[src/rtl/dct_stage2_row_reader.sv]
`timescale 1ns/1ps
`default_nettype none
// ============================================================================
//  Module   : dct_stage2_row_reader
//  Brief    : Single-buffer 8x8 transpose between the row-DCT and column-DCT
//             stages: fills one column per handshake, drains one row per
//             handshake.
//  Revision : 1.0 - initial release
// ============================================================================
module dct_stage2_row_reader #(
    parameter int SIZE = 2
) (
    input  logic                  clk,
    input  logic                  rst,        // asynchronous, active-low
    input  logic                  in_valid,
    output logic                  in_ready,
    input  logic [7:0][SIZE-1:0]  col_in,
    output logic                  out_valid,
    input  logic                  out_ready,
    output logic [7:0][SIZE-1:0]  row_out,
    output logic [2:0]            row_idx,
    output logic                  out_last
);

    localparam logic [0:0] c_ST_FILL  = 1'b0;
    localparam logic [0:0] c_ST_DRAIN = 1'b1;

    logic [0:0]      r_state;
    logic [0:0]      w_state_nxt;
    logic [2:0]      r_wr_col;
    logic [2:0]      r_rd_row;
    logic [SIZE-1:0] r_mem [8][8];
    logic            w_accept;
    logic            w_take;

    // Handshakes qualify only on the registered state, so the ready/valid
    // outputs never depend combinationally on in_valid or out_ready.
    assign w_accept = in_valid  && (r_state == c_ST_FILL);
    assign w_take   = out_ready && (r_state == c_ST_DRAIN);

    always_ff @(posedge clk or negedge rst) begin
        if (!rst) begin
            r_state <= c_ST_FILL;
        end else begin
            r_state <= w_state_nxt;
        end
    end

    always_comb begin
        w_state_nxt = r_state;
        case (r_state)
            c_ST_FILL: begin
                if (w_accept && (r_wr_col == 3'd7)) begin
                    w_state_nxt = c_ST_DRAIN;
                end
            end
            c_ST_DRAIN: begin
                if (w_take && (r_rd_row == 3'd7)) begin
                    w_state_nxt = c_ST_FILL;
                end
            end
            default: w_state_nxt = c_ST_FILL;
        endcase
    end

    // Both counters wrap 7 -> 0 naturally on the block boundary.
    always_ff @(posedge clk or negedge rst) begin
        if (!rst) begin
            r_wr_col <= 3'd0;
            r_rd_row <= 3'd0;
        end else begin
            if (w_accept) begin
                r_wr_col <= r_wr_col + 3'd1;
            end
            if (w_take) begin
                r_rd_row <= r_rd_row + 3'd1;
            end
        end
    end

    always_ff @(posedge clk or negedge rst) begin
        if (!rst) begin
            for (int r = 0; r < 8; r++) begin
                for (int c = 0; c < 8; c++) begin
                    r_mem[r][c] <= '0;
                end
            end
        end else if (w_accept) begin
            for (int r = 0; r < 8; r++) begin
                r_mem[r][r_wr_col] <= col_in[r];
            end
        end
    end

    always_comb begin
        in_ready  = (r_state == c_ST_FILL);
        out_valid = (r_state == c_ST_DRAIN);
        row_idx   = r_rd_row;
        out_last  = (r_state == c_ST_DRAIN) && (r_rd_row == 3'd7);
        for (int c = 0; c < 8; c++) begin
            row_out[c] = r_mem[r_rd_row][c];
        end
    end

endmodule
`default_nettype wire

[config.mk]
export PLATFORM = sky130hd
export DESIGN_NAME = dct_stage2_row_reader
export DESIGN_NICKNAME = d
export VERILOG_FILES = /design/src/rtl/dct_stage2_row_reader.sv
export SDC_FILE = /design/constraint.sdc
export NUM_CORES = 1
export LEC_CHECK = 0
export BUFFER_PORTS_ARGS = -buffer_cell sky130_fd_sc_hd__buf_2
export CAP_MARGIN = 30
export CORE_MARGIN = 5
export CORE_UTILIZATION = 36
export CTS_BUF_LIST = sky130_fd_sc_hd__clkbuf_4 sky130_fd_sc_hd__clkbuf_8
export DETAILED_ROUTE_END_ITERATION = 10
export GPL_ROUTABILITY_DRIVEN = 0
export GPL_TIMING_DRIVEN = 0
export SLEW_MARGIN = 20
export SYNTH_ARGS = -nofsm -noshare
export SYNTH_HDL_FRONTEND = slang
export SYNTH_SLANG_ARGS = --single-unit
[constraint.sdc]
create_clock -name clk -period 4.2 [get_ports clk]
set_input_delay 0.42 -clock clk [delete_from_list [all_inputs] [get_ports clk]]
set_output_delay 0.42 -clock clk [all_outputs]
set_load 0.02 [all_outputs]
After elaboration in Yosys (flattened, before gate mapping)
Index checks and enable logic that the tools add are counted.
{ "totals": {"latchBits": 0, "input_bits": 20, "ramBits": 0, "output_inout_bits": 22, "n_memories": 0, "register_bits": 135, "romBits": 0, "elab_cells": 99} }
{ "op_classes": {"muxes": 16, "reduce_logical": 6, "multipliers": 0, "div": 0, "order_cmp": 3, "shift": 0, "add_sub_neg": 2, "n_eq_ne": 2, "bitwise": 3} }
{ "ops": {"columns": ["cell", "count"], "rows": [
  ["$bwmux W16", 8],
  ["$bmux W16 S3", 1],
  ["$mux W16", 2],
  ["$ge A4 B4 Y1 const B", 2],
  ["$not A3 Y4", 2],
  ["$add A3 B1 Y3 const B", 2],
  ["$demux W2 S3", 1],
  ["$eq A3 B3 Y1 const B", 2],
  ["$logic_and A1 B1 Y1", 6],
  ["$lt A4 B1 Y1 const B", 1],
  ["$mux W1", 2],
  ["$mux W2", 1],
  ["$pmux W1 S2", 1],
  ["$not A1 Y1", 1]
]} }

Logic depth before layout (Yosys ltp)
{ "depth": {"ltp_word": 6, "depth_mapped": 5, "ltp_nobuf": 4} }

Worst setup path before layout
No wires, ideal clock.
{ "synth_path": {"path_type": "reg2out", "startpoint": "register r_rd_row[0], in the netlist row_idx[0]", "endpoint": "output row_out[14] in the netlist's numbering", "arrival_time_ps": 1813, "stages_incl_launch_ff": 5, "path_slack_ps": 1967, "path_buffers": 2, "t_required_ps": 3780, "path_cell_list": "dfrtp_1 > buf_2 > buf_2 > mux4_2 > mux2_2"} }
{ "synth_rtl": {"columns": ["item", "line_no", "source"], "rows": [
  ["start, declared", "31", "logic [2:0] r_rd_row;"],
  ["start signal, assigned", "76", "r_rd_row <= r_rd_row + 3'd1;"],
  ["end, declared", "20", "output logic [7:0][SIZE-1:0] row_out,"]
]} }

==> results.md <==
* Outcome: finished clean
* Clk buf depth at 2
* Most common cell after layout, fill and taps aside: dfrtp_1
* Peak supply drop at 0.000376 V
* Sequential standard cell area at 0.00338 mm²
* CP required at 3.78 ns
* DR vias/cell at 5.09
* Initial Util at 36.9%
* Total power at 0.00575 W
* Logic pwr share at 43.1%
* Compound-Gate Fraction of Synth Area at 0.163%
* Pwr dens at 818 mW/mm²
* CTS tree: built
* Tcrit/Tclk final at 75.4%
* Detail Placement HPWL at 8870 µm
* TritonRoute pass-1 iters at 4
* Core area at 0.0166 mm²
* Simple-Gate Fraction of Synth Area at 2.81%
* Fill cells at 1519
* RSZ-0062 raised after global routing: false
* Cts repair resizes at 0
* Total CTS buffers at 17
* Residual DRC at 0
* Die Ht at 141 µm
* Overall Global Routing Usage at 14.7%
* Layout cells sized above 1 at 58.5%
* Sequential area share after synthesis at 55.0%
* First-pass GRT wire length at 21500 µm
* Initial DRC Count at 164
* Ranking of synthesized cells by area: dfrtp_1, mux2_2, mux4_2, mux2_1, ha_1
* P&R area growth vs syn at 14.6%
* Yosys warns at 0
* Fmax at 316 MHz
* Slew at the pin with the worst max-slew slack at 0.919 ns
* Internal power at 0.00379 W
* Largest family of logic cells by synthesized area: multiplexers
* Die width at 141 µm
* Crit path DAT at 2.75 ns
* Final Hold Vio Count at 0
* Hold WC Path Type: in2reg
* Die ar. at 0.0198 mm²
* Hold slack at 0.154 ns
* DR vias at 3340
* Mapped Area at 0.00614 mm²
* Slew Limit Fails at 0
* Sw Ratio at 34.1%
* Avg Cell Area, Syn at 17.0 µm²
* Crit path from: row_idx[2]
* Largest net degree at the start of global routing at 101
* Nets at 447
* Vias in the first global route at 3599
* Mapped Cells at 361
* # IOs at 42
* Number of diodes at 0
* Routed len/inst at 20.6 µm
* Root buf cell: clkbuf_8
* Fraction of synthesized cell area in xor and xnor cells at 0.285%
* FF+latch count, synth at 135
* DRT antenna net count at 0
* Crit. End Element: output port
* Area leader, netlist: dfrtp_1
* Slew Limit Headroom at 38.8%
* Startpoint Class: flip-flop
* Post-synthesis mux area share at 38.9%
* Sequential share of power at 39.4%
* Initial antenna violation count at 0
* Setup Total Neg Slack at 0 ns
* Buffers on Ports at 41
* Most frequent cells in the layout: dfrtp_1, mux2_2, buf_2
* Synth Area in Adders at 0.815%
* Clock skew at 0.0102 ns
* Net count after synthesis at 385
* Clk pwr share at 17.5%
* Max Cap Viol at 0
* Distinct cell type count after synthesis at 26
* Final setup fails at 0
* Footprint of the multi-input gates at 0.00264 mm²
* Clk_lat worst skew at 0.46 ns
* Routed WL at 13500 µm
* Grt ovf at 0
* Clock sink count at 135
* Min Clock Period, post-route at 3.17 ns
* Post-CTS Hold Fix Bufs at 1
* Crit path max fanout at 10
* Share of the synthesized area in the top cell type at 55.0%
* Worst Min Path Start: out_ready
* FF-to-FF Start: row_idx[1]
* Switching Power at 0.00196 W
* Reg clk slew, reported paths at 0.07 ns
* CP Class: reg2out
* Setup Fix Bufs, Post-CTS at 0
* Row count at 47
* Leakage at 3.05 nW
* H-tree depth at 4
## state kept, by name, indices dropped and copies added, names as in the netlist
signal     cells
r_mem        128
row_idx        3
r_wr_col       3
out_valid      1
## cells in the mapped netlist
master    count
dfrtp_1     135
mux2_2      124
mux4_2       32
mux2_1       24
buf_2         8
clkbuf_1      5
ha_1          4
buf_4         3
buf_6         3
nand2_1       3
nor3_4        3
a21oi_1       2
nand3_2       2
and2_1        1
buf_1         1
inv_1         1
nand2b_4      1
nand3b_2      1
nor2_1        1
nor2_2        1
nor2_4        1
nor2b_1       1
nor3b_2       1
nor4_4        1
xnor2_1       1
xor2_1        1
## kinds of logic (layout without fill, tap and decap cells)
kind of cell,after synthesis,after routing
compound gates,2,2
xor+xnor,2,2
fa+ha+maj,4,4
buf+inv,21,96
flops,135,135
mux,180,180
simple gates,17,17
## cell type report
class / count / share of cell area, %
sequential: 135 / 48.0
tap: 220 / 3.91
timing repair buffer: 43 / 3.59
inverter: 1 / 0.0534
buffer: 20 / 1.69
clock buffer: 19 / 3.72
multi-input combinational: 205 / 37.5
clock inverter: 13 / 1.51
## through the flow
stage | instances | utilization (%) | setup WS [ns] | instance area, µm²
2_1_floorplan | 361 | - | 1.97 | 6140
3_3_place_gp | 622 | 39.8 | 0.963 | 6620
3_5_place_dp | 623 | 40.0 | 1.51 | 6660
4_1_cts | 656 | 42.3 | 1.00 | 7030
5_1_grt | 656 | 42.3 | 0.884 | 7030
6_report | 656 | 42.3 | 1.03 | 7030
## worst max-delay path: stages, from the launching register on
cell	delay [ns]
dfrtp_1	0.36
clkbuf_1	0.33
clkbuf_1	0.74
mux4_2	0.42
mux2_2	0.28
buf_2	0.16
## worst paths after layout
check                         endpoint  slack, ns  cells past startpoint
setup / recovery           row_out[12]       1.03                      5
hold / removal               out_valid       0.15                      2
setup reg to reg            row_idx[1]       2.30                      3
hold reg to reg             r_mem[116]       0.48                      1
max in group asynchronous    r_mem[45]       2.99                      3
min in group asynchronous    r_mem[87]       0.43                      2
## power groups by stage
stage	Clock [W]	Sequential [W]	Combinational [W]
finish	0.00101	0.00227	0.00248
global route	0.00110	0.00235	0.00270
CTS	0.00104	0.00227	0.00254
detailed placement	0	0.00229	0.00253
global placement	0	0.00225	0.00246
floorplan	0	0.00221	0.00190
## layer usage
layer	vias to the layer above	global-route usage (%)	routed length, µm
met1	1793	21.3	6810
met4	0	4.03	106
met5	-	0	0
met3	11	4.74	542
met2	52	21.2	6030
li1	1484	-	-
No activity file was read; power rests on OpenSTA's default activity.
